==> config.mk <==
export PLATFORM = sky130hd
export DESIGN_NAME = dmem_stall_ctrl_flat
export DESIGN_NICKNAME = d
export VERILOG_FILES = /design/src/rtl/dmem_pkg.sv /design/src/rtl/dmem_if.sv /design/src/rtl/dmem_array.sv /design/src/rtl/dmem_stall_ctrl.sv /design/src/flat_wrapper.sv
export SDC_FILE = /design/constraint.sdc
export NUM_CORES = 2
export LEC_CHECK = 0
export CAP_MARGIN = 20
export CORE_UTILIZATION = 25
export DETAILED_ROUTE_END_ITERATION = 8
export PLACE_DENSITY = 0.48
export SKIP_CTS_REPAIR_TIMING = 1
export SLEW_MARGIN = 15
export SYNTH_ARGS = -nofsm -noshare
export SYNTH_HDL_FRONTEND = slang
export SYNTH_HIERARCHICAL = 1
export SYNTH_SLANG_ARGS = --single-unit
==> constraint.sdc <==
create_clock -name clk -period 5.2 [get_ports clk]
set_clock_uncertainty 0.1 [all_clocks]
set_input_delay 1.3 -clock clk [delete_from_list [all_inputs] [get_ports clk]]
set_output_delay 1.3 -clock clk [all_outputs]
set_load 0.02 [all_outputs]
==> src/rtl/dmem_pkg.sv <==
// rtl/dmem_pkg.sv - shared types and sizing helpers for the multi-cycle data memory
package dmem_pkg;

  typedef enum logic {
    IDLE = 1'b0,
    BUSY = 1'b1
  } state_t;

  localparam int DATA_W_DEF = 16;
  localparam int BO         = $clog2(DATA_W_DEF / 8);

  function automatic int byteOffBits(input int dataW);
    return $clog2(dataW / 8);
  endfunction

  // Counter only ever holds LATENCY-1, so LATENCY==1 or 2 still needs one bit.
  function automatic int cntWidth(input int latency);
    return (latency <= 2) ? 1 : $clog2(latency);
  endfunction

endpackage

==> src/rtl/dmem_if.sv <==
// rtl/dmem_if.sv - memory-stage request/response bundle between pipeline and data memory
interface dmem_if #(
  parameter int DATA_W = 16,
  parameter int ADDR_W = 16
);
  logic              memRead;
  logic              memWrt;
  logic              halt;
  logic [ADDR_W-1:0] aluOut;
  logic [DATA_W-1:0] writeData;
  logic [DATA_W-1:0] readData;
  logic              stall;
  logic              done;
  logic              err;

  modport master (
    output memRead, memWrt, halt, aluOut, writeData,
    input  readData, stall, done, err
  );

  modport slave (
    input  memRead, memWrt, halt, aluOut, writeData,
    output readData, stall, done, err
  );
endinterface

==> src/rtl/dmem_array.sv <==
// rtl/dmem_array.sv - word storage with synchronous write and asynchronous read; never cleared
module dmem_array #(
  parameter int DATA_W = 16,
  parameter int DEPTH  = 256
) (
  input  logic                     clk,
  input  logic                     we,
  input  logic [$clog2(DEPTH)-1:0] idx,
  input  logic [DATA_W-1:0]        wdata,
  output logic [DATA_W-1:0]        rdata
);

  logic [DATA_W-1:0] mem [DEPTH];

  always_ff @(posedge clk) begin
    if (we) mem[idx] <= wdata;
  end

  assign rdata = mem[idx];

endmodule

==> src/rtl/dmem_stall_ctrl.sv <==
// rtl/dmem_stall_ctrl.sv - multi-cycle data memory with pipeline stall and fixed access latency
// Optional misaligned-request rejection with err pulse: define DMEM_ALIGN_CHK_EN.
module dmem_stall_ctrl
  import dmem_pkg::*;
#(
  parameter int DATA_W  = 16,
  parameter int ADDR_W  = 16,
  parameter int DEPTH   = 256,
  parameter int LATENCY = 2
) (
  input  logic   clk,
  input  logic   rst,
  dmem_if.slave  bus
);

  localparam int BOFF  = byteOffBits(DATA_W);
  localparam int IDX_W = $clog2(DEPTH);
  localparam int CNT_W = cntWidth(LATENCY);

  state_t            state, nextState;
  logic [CNT_W-1:0]  cnt, nextCnt;
  logic [IDX_W-1:0]  idxQ;
  logic [DATA_W-1:0] wdataQ;
  logic [DATA_W-1:0] readDataQ;
  logic [DATA_W-1:0] arrRdata;
  logic              isStoreQ;
  logic              req;
  logic              misaligned;
  logic              accept;
  logic              finish;
  logic              we;
  logic              unusedAddr;

  assign req        = (bus.memRead | bus.memWrt) & ~bus.halt;
  assign unusedAddr = ^bus.aluOut;

`ifdef DMEM_ALIGN_CHK_EN
  localparam logic [ADDR_W-1:0] LOW_MASK = ADDR_W'((1 << BOFF) - 1);
  assign misaligned = |(bus.aluOut & LOW_MASK);
  assign bus.err    = rst & (state == IDLE) & req & misaligned;
`else
  assign misaligned = 1'b0;
  assign bus.err    = 1'b0;
`endif

  always_comb begin
    nextState = state;
    nextCnt   = cnt;
    accept    = 1'b0;
    finish    = 1'b0;
    case (state)
      IDLE: begin
        if (req && !misaligned) begin
          accept    = 1'b1;
          nextState = BUSY;
          nextCnt   = CNT_W'(LATENCY - 1);
        end
      end
      BUSY: begin
        if (cnt != '0) begin
          nextCnt = cnt - 1'b1;
        end else begin
          finish    = 1'b1;
          nextState = IDLE;
        end
      end
      default: nextState = IDLE;
    endcase
  end

  // Outputs are masked while reset is asserted so an aborted access never reports or commits.
  assign bus.stall    = rst & (accept | ((state == BUSY) && (cnt != '0)));
  assign bus.done     = rst & finish;
  assign we           = rst & finish & isStoreQ;
  assign bus.readData = (bus.done && !isStoreQ) ? arrRdata : readDataQ;

  always_ff @(posedge clk) begin
    if (!rst) begin
      state     <= IDLE;
      cnt       <= '0;
      readDataQ <= '0;
    end else begin
      state <= nextState;
      cnt   <= nextCnt;
      if (finish && !isStoreQ) readDataQ <= arrRdata;
    end
  end

  always_ff @(posedge clk) begin
    if (rst && accept) begin
      idxQ     <= bus.aluOut[IDX_W+BOFF-1:BOFF];
      wdataQ   <= bus.writeData;
      isStoreQ <= bus.memWrt;
    end
  end

  dmem_array #(
    .DATA_W (DATA_W),
    .DEPTH  (DEPTH)
  ) u_array (
    .clk   (clk),
    .we    (we),
    .idx   (idxQ),
    .wdata (wdataQ),
    .rdata (arrRdata)
  );

endmodule
==> src/flat_wrapper.sv <==
// flat-port wrapper written by rule: the top's interface ports become plain ports
module dmem_stall_ctrl_flat import dmem_pkg::*;
#(
  parameter int DATA_W  = 16,
  parameter int ADDR_W  = 16,
  parameter int DEPTH   = 256,
  parameter int LATENCY = 2
)
  (clk, rst, bus_memRead, bus_memWrt, bus_halt, bus_aluOut, bus_writeData, bus_readData, bus_stall, bus_done, bus_err);
  dmem_if #(.DATA_W(DATA_W), .ADDR_W(ADDR_W)) bus_i ();
  input  logic clk;
  input  logic rst;
  input wire logic [$bits(bus_i.memRead)-1:0] bus_memRead;
  input wire logic [$bits(bus_i.memWrt)-1:0] bus_memWrt;
  input wire logic [$bits(bus_i.halt)-1:0] bus_halt;
  input wire logic [$bits(bus_i.aluOut)-1:0] bus_aluOut;
  input wire logic [$bits(bus_i.writeData)-1:0] bus_writeData;
  output wire logic [$bits(bus_i.readData)-1:0] bus_readData;
  output wire logic [$bits(bus_i.stall)-1:0] bus_stall;
  output wire logic [$bits(bus_i.done)-1:0] bus_done;
  output wire logic [$bits(bus_i.err)-1:0] bus_err;
  assign bus_i.memRead = bus_memRead;
  assign bus_i.memWrt = bus_memWrt;
  assign bus_i.halt = bus_halt;
  assign bus_i.aluOut = bus_aluOut;
  assign bus_i.writeData = bus_writeData;
  assign bus_readData = bus_i.readData;
  assign bus_stall = bus_i.stall;
  assign bus_done = bus_i.done;
  assign bus_err = bus_i.err;
  dmem_stall_ctrl #(.DATA_W(DATA_W), .ADDR_W(ADDR_W), .DEPTH(DEPTH), .LATENCY(LATENCY)) u_core (.clk(clk), .rst(rst), .bus(bus_i));
endmodule
==> results.tsv <==
stage	metric	value	unit
logic_synthesis	ys_ff_latch	4139	
logic_synthesis	yosysSeqAreaShare	79.18	%
logic_synthesis	ys_async_sr_fraction	0	%
setup_path	r2r_end	u_core/readDataQ[8]	
setup_path	timing.rr.start	u_core/idxQ[0]	
logic_synthesis	synthesis.area	0.1567	mm^2
final_layout	area_delta_synth_final	22.54	%
setup_path	regToRegSetupSlack	1.21	ns
sta	relSlewSlack	5.040	%
logic_synthesis	synth_ff_type	edfxtp_1	
setup_path	slowest_delay	0.54	ns
sta	rsz0062_at_grt	true	
floorplanning	die_area	0.6301	mm^2
logic_synthesis	synthMostInstantiatedCell	edfxtp_1	
run_status	status	finished, violations left	
setup_path	worstPathRequired	3.80	ns
logic_synthesis	syn_inst	6823	
clocking	htree_levels	5	
sta	setup_ws	-1.063	ns
route	drt-total-wl	445.1	mm
route	wl_per_cell	26.68	um
final_layout	fin_nets	8028	
route	drc	0	
sta	hold_violations	0	
place	gp_congestion	0.7839	
setup_path	crit_type	reg -> out	
logic_synthesis	synth.avg_cell_area	22.97	um^2
place	hpwl	272.3	mm
global_route	grt_use_total	13.46	%
clocking	clk_latency	0.98	ns
sta	fin_crit	6.263	ns
floorplanning	dieHeight	793.8	um
pwr	power.leakage	59.28	nW
final_layout	drive_above_1_share	36.35	%
logic_synthesis	synth_warnings	6	
place	io_buffers	46	
global_route	grt_max_degree	186	
global_route	grt_pass1_wl	614.6	mm
setup_path	cp_cell_sequence	buf_6 -> buf_16 -> buf_16 -> buf_16 -> buf_12 -> mux4_2 -> a22oi_2 -> a21oi_1 -> buf_4 -> o41ai_4 -> buf_6 -> nand4_1 -> buf_4 -> mux2_4 -> buf_6	
logic_synthesis	synth-edff-count	4121	
logic_synthesis	yosysTopAreaCell	edfxtp_1	
setup_path	crit_buf_inv	9	
sta	fin_hold_ws	0.3449	ns
final_layout	instances_no_fill	16683	
setup_path	cp_max_fo	8	
sta	setup_viol	16	
floorplanning	start_util	25.11	%
sta	drv_slew	0	
pwr	ir_drop	0.0003047	V
setup_path	cpLargestDelayFamily	buffers and inverters	
sta	max_freq	0.1597	GHz
pwr	power_density	359.7	mW/mm^2
route	ant_nets	0	
setup_path	crit_path_start	u_core/idxQ[0]	
global_route	use_met3	2.084	%
clocking	cts_buffer_depth	4	
logic_synthesis	synth_top_cells_by_count	4121 x edfxtp_1, 1024 x mux4_2, 512 x a22oi_1	
clocking	clkSlewWorstSetupHoldPaths	0.06	ns
setup_path	critical_path.startpoint_type	flop	
clocking	cts_inserted_buffers	431	
pwr	power	0.06909	W
logic_synthesis	synth_nets	6860	
sta	setup_tns	-14.46	ns
run	cap_viol_max_count	0	
route	drtIter0Drc	8388	
clocking	tritoncts	built	
route	via_count	76928	
floorplanning	rows	290	
sta	tightest_slew	1.424	ns
clocking	cts_sinks	4139	
place	placed_cells	15754	
setup_path	path_depth	15	
worst_hold_path	hold_class	reg -> reg	
global_route	use_met1	18.14	%
global_route	use_met2	23.03	%
setup_path	arrival	4.86	ns
floorplanning	core-area	0.6241	mm^2
place	placed_area	0.1756	mm^2
setup_path	endpoint_kind	output pin	
route	drt_first_pass_iters	6	
global_route	grt_most_used_layer	met2	
final_layout	final_cell_area	0.1921	mm^2
logic_synthesis	synthDominantCellAreaShare	78.95	%
route	viasPerCell	4.611	
floorplanning	ios	56	
floorplanning	die_x	793.8	um
logic_synthesis	synth_cell_types	32	
setup_path	worstRegToRegCells	18	
sta	period_share	120.4	%
global_route	grt_overflow	0	
clocking	cts_root_buf	clkbuf_16	
setup_path	crit_slowest_cell	mux4_2	
run_status	violations	negative setup slack	
global_route	grt_pass1_vias	79197	
setup_path	endpoint	bus_readData[15]	
logic_synthesis	synthTopCellsByArea	edfxtp_1 79%, mux4_2 15%, a22oi_1 2.5%	
global_route	antenna_found_initial	29	
metrics by stage:
step	worst slack [ns]	utilization (%)
floorplan	0.8599	-
global placement	-0.6263	28.14
detailed placement	-0.5977	28.14
CTS	-1.712	30.31
global route	-1.172	30.77
finish	-1.063	30.78
registers in the layout, summed over array words and instances, names as in the netlist:
name	cells
u_core/u_array/mem	4096
u_core/readDataQ	16
u_core/wdataQ	16
u_core/idxQ	8
u_core/cnt	1
u_core/isStoreQ	1
u_core/state	1
kinds of logic after synthesis:
kind of cell	Yosys count	share of synthesized area, %
flip-flops	4139	79.18
multiplexers	1040	14.83
AO/OA/AOI/OAI	852	3.731
buffers and inverters	430	1.286
AND/OR/NAND/NOR	361	0.9715
other	1	0.002392
routing by layer:
metal	part of all wire (%)	up-vias	routed length, um
li1	-	31822	-
met1	42	42145	186700
met2	50	2439	221500
met3	6.0	518	26500
met4	2.3	4	10400
met5	0.0061	-	27
report_power, final:
part           internal (W)  leakage [nW]  switching [W]
Clock                0.0169          6.57         0.0129
Sequential           0.0365          37.2      0.0000292
Combinational       0.00109          15.5        0.00160
worst min-delay path by stage:
stage                                   start                  end  depth (start not counted)
final                     u_core/readDataQ[3]  u_core/readDataQ[3]                          2
after floorplan           u_core/readDataQ[0]  u_core/readDataQ[0]                          2
after global routing      u_core/readDataQ[3]  u_core/readDataQ[3]                          2
after global placement    u_core/readDataQ[0]  u_core/readDataQ[0]                          2
after CTS                 u_core/readDataQ[3]  u_core/readDataQ[3]                          2
after detailed placement  u_core/readDataQ[3]  u_core/readDataQ[3]                          2
worst register-to-register path, cell delays in order (launching register included):
cell       delay, ns
edfxtp_1        0.38
buf_6           0.16
buf_16          0.17
buf_16          0.25
buf_12          0.18
buf_4           0.14
clkbuf_16       0.14
buf_4           0.13
buf_4           0.13
mux4_2          0.42
a22oi_2         0.31
a21oi_1         0.12
buf_4           0.19
o41ai_4         0.26
buf_6           0.20
nand4_1         0.16
buf_4           0.19
buf_4           0.12
o2bb2ai_1       0.11
cells in the final DEF, fill, tap and decap left out, drive strengths merged, types with 16 or more instances in the layout:
cell type / instances
inv: 20
nand2: 44
nand4: 16
mux2: 16
clkinvlp: 28
dfxtp: 18
edfxtp: 4121
a22oi: 512
o2bb2ai: 16
clkbuf: 537
clkdlybuf4s50: 29
a21oi: 257
mux4: 1024
nor2: 233
nor3: 30
o41ai: 64
clkinv: 192
bufinv: 32
buf: 1116
area by class of cell:
class	instances	area (um^2)
multi-input combinational	2254	32270
timing repair buffer	1163	11670
fill	59822	432000
inverter	2	7.507
antenna	14	35.03
clock buffer	519	11180
tap	8322	10410
sequential	4139	124100
clock inverter	270	2384
(Power assumes the default switching activity.)
